File: config.mk
export PLATFORM = sky130hd
export DESIGN_NAME = dma_priority_flat
export DESIGN_NICKNAME = d
export VERILOG_FILES = /design/src/rtl/dma_pkg.sv /design/src/rtl/dma_priority_if.sv /design/src/rtl/dma_pri_arbiter.sv /design/src/rtl/dma_priority.sv /design/src/flat_wrapper.sv
export SDC_FILE = /design/constraint.sdc
export NUM_CORES = 1
export LEC_CHECK = 0
export ABC_CLOCK_PERIOD_IN_PS = 4400
export BUFFER_PORTS_ARGS = -buffer_cell sky130_fd_sc_hd__buf_2
export CAP_MARGIN = 10
export CORE_UTILIZATION = 30
export CTS_BUF_LIST = sky130_fd_sc_hd__clkbuf_4
export DETAILED_ROUTE_END_ITERATION = 10
export REMOVE_ABC_BUFFERS = 1
export SLEW_MARGIN = 20
export SYNTH_ARGS = -nofsm -noshare
export SYNTH_HDL_FRONTEND = slang
export SYNTH_HIERARCHICAL = 1
export SYNTH_SLANG_ARGS = --single-unit
File: constraint.sdc
create_clock -name CLK -period 4.4 [get_ports CLK]
set_input_delay 0 -clock CLK [delete_from_list [all_inputs] [get_ports CLK]]
set_output_delay 0 -clock CLK [all_outputs]
set_load 0.05 [all_outputs]
File: src/rtl/dma_pkg.sv
// Shared types for the DMA request/acknowledge priority stage.
package dma_pkg;

  localparam int unsigned NUM_CH = 4;

  typedef logic [1:0] dma_ch_t;

  typedef enum logic [1:0] {
    IDLE,
    HOLD_REQ,
    ACTIVE
  } dma_pri_state_t;

endpackage

File: src/rtl/dma_priority_if.sv
// Bus-side handshake (DREQ/HRQ/HLDA/DACK) and grant hand-off to timing control.
interface dma_priority_if;
  import dma_pkg::*;

  logic [3:0] DREQ;
  logic       HLDA;
  logic       XFER_DONE;
  logic       HRQ;
  logic [3:0] DACK;
  dma_ch_t    ACT_CH;
  logic       ACT_VLD;

  // Priority stage side
  modport master (
    input  DREQ, HLDA, XFER_DONE,
    output HRQ, DACK, ACT_CH, ACT_VLD
  );

  // Peripherals / CPU / timing control side
  modport slave (
    output DREQ, HLDA, XFER_DONE,
    input  HRQ, DACK, ACT_CH, ACT_VLD
  );

endinterface

File: src/rtl/dma_pri_arbiter.sv
// Combinational channel picker: fixed order, or rotating with the
// last-serviced channel (rot_ptr) as lowest priority.
module dma_pri_arbiter
  import dma_pkg::*;
(
  input  logic [3:0] pending,
  input  dma_ch_t    rot_ptr,
  input  logic       rot_en,
  output dma_ch_t    win_ch,
  output logic       win_vld
);

  dma_ch_t    start;
  dma_ch_t    idx;
  dma_ch_t    first;
  logic [3:0] rotated;
  logic       found;

  // Rotate so the highest-priority channel sits at bit 0, find-first, rotate back
  always_comb begin
    start   = rot_en ? dma_ch_t'(rot_ptr + 2'd1) : '0;
    rotated = '0;
    first   = '0;
    found   = 1'b0;
    idx     = '0;
    for (int unsigned i = 0; i < 4; i++) begin
      idx        = dma_ch_t'(dma_ch_t'(i) + start);
      rotated[i] = pending[idx];
    end
    for (int unsigned i = 0; i < 4; i++) begin
      if (rotated[i] && !found) begin
        first = dma_ch_t'(i);
        found = 1'b1;
      end
    end
    win_ch  = dma_ch_t'(first + start);
    win_vld = found;
  end

endmodule

File: src/rtl/dma_priority.sv
// Request/acknowledge priority stage: syncs DREQ, raises HRQ, grants one
// channel on HLDA and releases the bus when timing control is done.
module dma_priority
  import dma_pkg::*;
#(
  parameter int unsigned NUM_CH = dma_pkg::NUM_CH,
  parameter int unsigned CH_W   = $clog2(NUM_CH)
) (
  input  logic              CLK,
  input  logic              RESET,
  dma_priority_if.master    bus,
  input  logic              CMD_CTRL_DIS,
  input  logic              CMD_ROT_PRI,
  input  logic              CMD_DREQ_LOW,
  input  logic              CMD_DACK_HIGH,
  input  logic [NUM_CH-1:0] MASK,
  input  logic [NUM_CH-1:0] SW_REQ,
  output logic [NUM_CH-1:0] REQ_STATUS
);

  dma_pri_state_t    state_q, state_d;
  logic [NUM_CH-1:0] req_q, req_d;
  logic              hrq_q, hrq_d;
  logic              act_vld_q, act_vld_d;
  logic [CH_W-1:0]   act_ch_q, act_ch_d;
  dma_ch_t           rot_ptr_q, rot_ptr_d;

  logic [NUM_CH-1:0] pending;
  dma_ch_t           win_ch;
  logic              win_vld;

  dma_pri_arbiter u_arb (
    .pending (pending),
    .rot_ptr (rot_ptr_q),
    .rot_en  (CMD_ROT_PRI),
    .win_ch  (win_ch),
    .win_vld (win_vld)
  );

  // Request sync stage and pending-request merge
  always_comb begin
    req_d   = bus.DREQ ^ {NUM_CH{CMD_DREQ_LOW}};
    pending = (req_q & ~MASK) | SW_REQ;
  end

  // Next-state and registered-output logic
  always_comb begin
    state_d   = state_q;
    hrq_d     = hrq_q;
    act_vld_d = act_vld_q;
    act_ch_d  = act_ch_q;
    rot_ptr_d = rot_ptr_q;
    case (state_q)
      IDLE: begin
        if (!CMD_CTRL_DIS && (|pending)) begin
          state_d = HOLD_REQ;
          hrq_d   = 1'b1;
        end
      end
      HOLD_REQ: begin
        if (bus.HLDA && win_vld) begin
          state_d   = ACTIVE;
          act_ch_d  = win_ch;
          act_vld_d = 1'b1;
        end else if (!win_vld) begin
          state_d = IDLE;
          hrq_d   = 1'b0;
        end
      end
      ACTIVE: begin
        // Done takes precedence over a simultaneous HLDA fall
        if (bus.XFER_DONE) begin
          state_d   = IDLE;
          hrq_d     = 1'b0;
          act_vld_d = 1'b0;
          if (CMD_ROT_PRI) rot_ptr_d = act_ch_q;
        end else if (!bus.HLDA) begin
          state_d   = IDLE;
          hrq_d     = 1'b0;
          act_vld_d = 1'b0;
        end
      end
      default: begin
        state_d   = IDLE;
        hrq_d     = 1'b0;
        act_vld_d = 1'b0;
      end
    endcase
  end

  // State and output registers
  always_ff @(posedge CLK) begin
    if (RESET) begin
      state_q   <= IDLE;
      req_q     <= '0;
      hrq_q     <= 1'b0;
      act_vld_q <= 1'b0;
      act_ch_q  <= '0;
      rot_ptr_q <= '1;
    end else begin
      state_q   <= state_d;
      req_q     <= req_d;
      hrq_q     <= hrq_d;
      act_vld_q <= act_vld_d;
      act_ch_q  <= act_ch_d;
      rot_ptr_q <= rot_ptr_d;
    end
  end

  // DACK polarity follows the command register live, so the reset value tracks it too
  always_comb begin
    bus.HRQ     = hrq_q;
    bus.ACT_VLD = act_vld_q;
    bus.ACT_CH  = act_ch_q;
    bus.DACK    = (act_vld_q ? (4'b0001 << act_ch_q) : 4'b0000) ^ {4{~CMD_DACK_HIGH}};
    REQ_STATUS  = req_q | SW_REQ;
  end

endmodule
File: src/flat_wrapper.sv
// flat-port wrapper written by rule: the top's interface ports become plain ports
module dma_priority_flat import dma_pkg::*;
#(
  parameter int unsigned NUM_CH = dma_pkg::NUM_CH,
  parameter int unsigned CH_W   = $clog2(NUM_CH)
)
  (CLK, RESET, CMD_CTRL_DIS, CMD_ROT_PRI, CMD_DREQ_LOW, CMD_DACK_HIGH, MASK, SW_REQ, REQ_STATUS, bus_DREQ, bus_HLDA, bus_XFER_DONE, bus_HRQ, bus_DACK, bus_ACT_CH, bus_ACT_VLD);
  dma_priority_if bus_i ();
  input  logic CLK;
  input  logic RESET;
  input  logic CMD_CTRL_DIS;
  input  logic CMD_ROT_PRI;
  input  logic CMD_DREQ_LOW;
  input  logic CMD_DACK_HIGH;
  input  logic [NUM_CH-1:0] MASK;
  input  logic [NUM_CH-1:0] SW_REQ;
  output logic [NUM_CH-1:0] REQ_STATUS;
  input wire logic [$bits(bus_i.DREQ)-1:0] bus_DREQ;
  input wire logic [$bits(bus_i.HLDA)-1:0] bus_HLDA;
  input wire logic [$bits(bus_i.XFER_DONE)-1:0] bus_XFER_DONE;
  output wire logic [$bits(bus_i.HRQ)-1:0] bus_HRQ;
  output wire logic [$bits(bus_i.DACK)-1:0] bus_DACK;
  output wire logic [$bits(bus_i.ACT_CH)-1:0] bus_ACT_CH;
  output wire logic [$bits(bus_i.ACT_VLD)-1:0] bus_ACT_VLD;
  assign bus_i.DREQ = bus_DREQ;
  assign bus_i.HLDA = bus_HLDA;
  assign bus_i.XFER_DONE = bus_XFER_DONE;
  assign bus_HRQ = bus_i.HRQ;
  assign bus_DACK = bus_i.DACK;
  assign bus_ACT_CH = bus_i.ACT_CH;
  assign bus_ACT_VLD = bus_i.ACT_VLD;
  dma_priority #(.NUM_CH(NUM_CH), .CH_W(CH_W)) u_core (.CLK(CLK), .RESET(RESET), .bus(bus_i), .CMD_CTRL_DIS(CMD_CTRL_DIS), .CMD_ROT_PRI(CMD_ROT_PRI), .CMD_DREQ_LOW(CMD_DREQ_LOW), .CMD_DACK_HIGH(CMD_DACK_HIGH), .MASK(MASK), .SW_REQ(SW_REQ), .REQ_STATUS(REQ_STATUS));
endmodule
-- After elaboration in Yosys (flattened, before gate mapping)
Cells that the tools add are included.
- register bits: 12
- output and inout bits: 12
- multiplexer cells: 31
- order comparisons: 4
- reductions and logical operators: 16
- bitwise operators: 8
- equality and inequality tests: 8
- add/sub/neg operators: 5
- shift operators: 1
- operators with widths (cell ; number):
    two-way mux 2 bit ; 8
    two-way mux 1 bit ; 15
    less-than comparator 2 x 3 -> 1 bit, second input constant ; 4
    AND reduction 3 bit ; 3
    binary-select mux 1 bit (select 2 bit) ; 4
    OR 4 bit ; 2
    bitwise XOR 4 bit ; 2
    != test 3 bit, second input constant ; 2
    case mux 1 bit (3 select lines) ; 2
    case mux 2 bit (3 select lines) ; 1
    logical AND 1 bit ; 5
    adder 2 bit, first input constant ; 2
    AND 4 bit ; 1
    zero test 1 bit ; 4
    two-way mux 4 bit ; 1
    != test 2 x 1 -> 1 bit, second input constant ; 2
    != test 2 bit, second input constant ; 2
    inverter 4 bit ; 1
    AND reduction 4 bit ; 1
    OR reduction 4 bit ; 1
    << shifter 1 x 2 -> 4 bit, first input constant ; 1
    adder 1 x 2 -> 2 bit, first input constant ; 1
    adder 2 x 1 -> 2 bit, second input constant ; 1
    adder 2 bit ; 1
    other kinds (5) ; 6

-- Depth between registers and ports, before layout
- depth in word-level cells: 18
- mapped depth: 8
- gate-level depth less buffers: 8

-- Cells and area by module
Netlist, hierarchy kept.
- modules (own cells, without submodules) (module ; cells an instance ; instances ; area an instance (um2)):
    dma_priority ; 72 ; 1 ; 633.1
    dma_pri_arbiter ; 31 ; 1 ; 197.7

-- Worst setup path before layout
OpenSTA, ideal clock, no wires.
- path kind: register -> output
- start point: register u_core.act_ch_q[1], in the netlist u_core/bus.ACT_CH[1]
- end point: output port bus_DACK[0]
- required time: 4.400 ns
- arrival time: 1.793 ns
- cell stages (with the launch flop): 4
- path slack: 2.607 ns
- path through: dfxtp_1 inv_1 and3_1 xnor2_1
- word-level cells in the longest chain between the ends: 3
- ends and longest elaborated chain (what ; line ; source):
    start, declared ; dma_priority.sv:25 ; logic [CH_W-1:0] act_ch_q, act_ch_d;
    start signal, assigned ; dma_priority.sv:105 ; act_ch_q <= act_ch_d;
    << shifter 1 x 2 -> 4 bit ; dma_priority.sv:115 ; bus.DACK = (act_vld_q ? (4'b0001 << act_ch_q) : 4'b0000) ^ {4{~CMD_DACK_HIGH}};
    two-way mux 4 bit ; dma_priority.sv:115 ;
    bitwise XOR 4 bit ; dma_priority.sv:115 ;
    end, declared ; flat_wrapper.sv:22 ; output wire logic [$bits(bus_i.DACK)-1:0] bus_DACK;
Every way passes these cells.

-- Worst setup path after layout
- start point: register u_core.req_q[1]
- end point: register u_core.act_ch_q[0], in the netlist u_core/bus.ACT_CH[0]
- word-level cells in the longest chain between the ends: 16
- ends and longest elaborated chain (what ; line ; source):
    start, declared ; dma_priority.sv:22 ; logic [NUM_CH-1:0] req_q, req_d;
    start signal, assigned ; dma_priority.sv:102 ; req_q <= req_d;
    AND 4 bit * ; dma_priority.sv:43 ; pending = (req_q & ~MASK) | SW_REQ;
    OR 4 bit * ; dma_priority.sv:43 ;
    net u_core.pending[1] ; dma_priority.sv:28 ; logic [NUM_CH-1:0] pending;
    binary-select mux 1 bit (select 2 bit) ; dma_pri_arbiter.sv:28 ; rotated[i] = pending[idx];
    two-way mux 1 bit (implied by the code) ; dma_pri_arbiter.sv:28 ;
    two-way mux 1 bit ; dma_pri_arbiter.sv:31 ; if (rotated[i] && !found) begin
    zero test 1 bit ; dma_pri_arbiter.sv:31 ;
    logical AND 1 bit ; dma_pri_arbiter.sv:31 ;
    [2 not listed] ; n/a ;
    logical AND 1 bit ; dma_pri_arbiter.sv:31 ;
    two-way mux 1 bit ; dma_pri_arbiter.sv:31 ;
    zero test 1 bit ; dma_pri_arbiter.sv:31 ;
    logical AND 1 bit ; dma_pri_arbiter.sv:31 ;
    two-way mux 1 bit * ; dma_pri_arbiter.sv:31 ;
    net u_core.win_vld ; dma_priority.sv:30 ; logic win_vld;
    logical AND 1 bit * ; dma_priority.sv:61 ; if (bus.HLDA && win_vld) begin
    AND reduction 2 bit (no source line) * ; n/a ;
Mark *: on every way through the listed nets, which the timed path passes. The rest lies on a longest branch. The select of a mux whose other input is x is not followed.
A chain may end at the register's enable or synchronous reset.

==> metrics <==
GP Congestion=0.813; Synth Flop Type=dfxtp_1; final WL=2010 um; CTS Buf Count=3; first-pass GRT wire length=3230 um; top-level port count=32; CTS tree=done; Placed Cells=162; vias in the first global route=777; clock-pin transition on the worst setup and hold timing paths=80 ps; Final Hold Fails=0; Total Power=285 uW; Clk Tree Root Cell=clkbuf_4; WS Path Type=register to register; largest net degree at the start of global routing=14; worst reg2reg startpoint=u_core/req_q[1]; vias=874; Post-CTS Setup Bufs=0; dpl ws=2590 ps; utilization after layout=43.3%; initial core utilization=32.6%; worst path arrival time=1990 ps; Placeable Area=2540 um2; Die ar.=2980 um2; DR pass1 iterations=4; period utilization=41.5%; VDD IR max=0.183 mV; Netlist cell types=34; average size of a mapped cell=8.07 um2; global-route usage over all layers=15.1%; Die X=54.6 um; Leakage=0.000501 uW; Initial DRC Count=22; min cycle time layout=1820 ps; Power Dens Cells=259 nW/um2; grt total ovfl=0; clk_lat worst skew=270 ps; DRC viols=0; Port Buf Inserts=31; f_max=0.548 GHz; Layout area overhead=32.7%; row cnt=18; crit end category=register; Synth async-reset ratio=0%; routed len/inst=11.7 um; Post-CTS Hold Buffers=6; status=finished, final reports clean; number of cells on the worst hold path=3; Hold Path Origin=CMD_DREQ_LOW; Slew @ Worst Pin=344 ps; unrepaired setup endpoints after global routing=no; Post-DP HPWL=1440 um; Crit Path Max Fanout=9; TritonCTS Sinks=12; Setup Viol. Count Final=0; setup TNS=0 ps; initial antenna violation count=0; reg2reg setup slack=2580 ps; post-route ant nets=0; H-tree level count=1; Hold EP=u_core/req_q[1]; DR vias/cell=5.08; EDFF count, synth=0; crit path launch type=register; Worst Path Required=4560 ps; Slew Limit Fails=0; mapped cell area=831 um2; PnR worst setup slack=2580 ps; share of layout cells above drive strength 1=28.9%; Layout Nets=163; FF-to-FF End=u_core/bus.ACT_CH[0]; Final Skew=3.42 ps; final cell count without fillers=172; Synth Warn #=6; post-synthesis sequential area ratio=28.9%; CTS Buffer Depth=2; Rel. slew slack=77.1%; Seq cells post-synth=12; Worst Hold Class=input port to register; die height=54.6 um; diode count=0; MaxCap Viol Count=0; CTS resizes=0; Syn Inst Count=103; r2r worst-path depth=6
==> per-stage QoR <==
| step | hold slack [ps] | cell area, um2 |
|---|---|---|
| global route | 77.2 | 1100 |
| global placement | 239 | 1020 |
| floorplan | 69.1 | 823 |
| CTS | 40.7 | 1100 |
| finish | 53.0 | 1100 |
| detailed placement | 245 | 1020 |
==> final cells by class <==
class                           instances  area [um2]
Clock buffer                            3        22.5
Multi-Input combinational cell         80         549
Inverter                                9        33.8
Clock inverter                          1        3.75
Sequential cell                        12         240
Tap cell                               30        37.5
Timing Repair Buffer                   37         215
Fill cell                             251        1440
==> critical path, cell delays in order (launching register included) <==
cell and delay (ps):
dfxtp_1 310, a21o_1 250, or4_1 540, nor2b_2 180, nand3_1 170, mux2i_1 210
nor2_1 50
==> how the worst max path moves through the flow <==
stage,from,endpoint,slack [ps]
after floorplan,u_core/bus.ACT_CH[1],bus_DACK[0],2610
after global placement,u_core/req_q[1],u_core/bus.ACT_CH[0],2650
final,u_core/req_q[1],u_core/bus.ACT_CH[0],2580
after CTS,u_core/req_q[1],u_core/bus.ACT_CH[0],2570
after global routing,u_core/req_q[1],u_core/bus.ACT_CH[0],2470
after detailed placement,u_core/req_q[1],u_core/bus.ACT_CH[0],2590
==> synth_stat cells (all sizes together) (2+ instances only) <==
cell,instances,area [um2]
a21oi,6,30.0
xnor2,6,52.6
clkbuf,2,7.51
xor2,2,17.5
o21bai,2,15.0
nor2,11,41.3
mux2i,3,30.0
nand2,4,15.0
nor3b,2,15.0
and3,2,12.5
a211oi,2,15.0
nor2b,3,21.3
nand3,3,15.0
o21ai,4,20.0
or2,4,25.0
o32ai,2,25.0
dfxtp,12,240
nand2b,4,25.0
a211o,2,17.5
a21o,5,37.5
or4,2,15.0
inv,9,33.8
o22ai,2,12.5
==> state kept, by name, summed over array words and instances (netlist names) <==
| name | flops |
|---|---|
| u_core/bus.ACT_CH | 2 |
| u_core/bus.HRQ | 1 |
| u_core/bus.ACT_VLD | 1 |
| u_core/req_q | 4 |
| u_core/state_q | 2 |
| u_core/rot_ptr_q | 2 |
==> where the power goes <==
part | internal [uW] | total [uW] | switching [uW]
clock network | 32.8 | 70.3 | 37.5
logic | 34.6 | 93.5 | 58.8
registers | 115 | 122 | 6.38
total | 183 | 285 | 103
==> layout by cell type (no fill, tap or decap), types with 2 or more instances in the layout <==
master         count
or4_1              2
nor2b_1            2
nand2_1            4
a211oi_1           2
dlygate4sd3_1      6
o22ai_1            2
a211o_1            2
o21bai_1           2
dfxtp_1           12
nand3_1            3
a21oi_1            6
xor2_1             2
nand2b_1           4
clkbuf_4           3
inv_1              9
or2_2              4
nor2_1            11
mux2i_1            3
nor3b_1            2
xnor2_1            6
a21o_1             5
buf_2             31
o21ai_0            4
and3_1             2
==> per-layer routing <==
layer  vias to the layer above  global-route usage, %  share of wire [%]
met4                         0                   5.13                  0
met1                       396                   16.3                 43
met5                         -                      0                  0
li1                        444                      -                  -
met2                        34                   29.3                 50
met3                         0                   1.94                6.8
==> cell families (layout without fill, tap and decap cells) <==
family | after synthesis | in the layout | synth area share (%)
AOI/OAI and AO/OA | 30 | 30 | 25.9
DFF | 12 | 12 | 28.9
and+or+nand+nor | 38 | 38 | 26.8
buffers and inverters | 11 | 50 | 4.97
muxes | 4 | 4 | 4.97
xor gates and xnor gates | 8 | 8 | 8.43
Power figures use the tool's default switching activity.
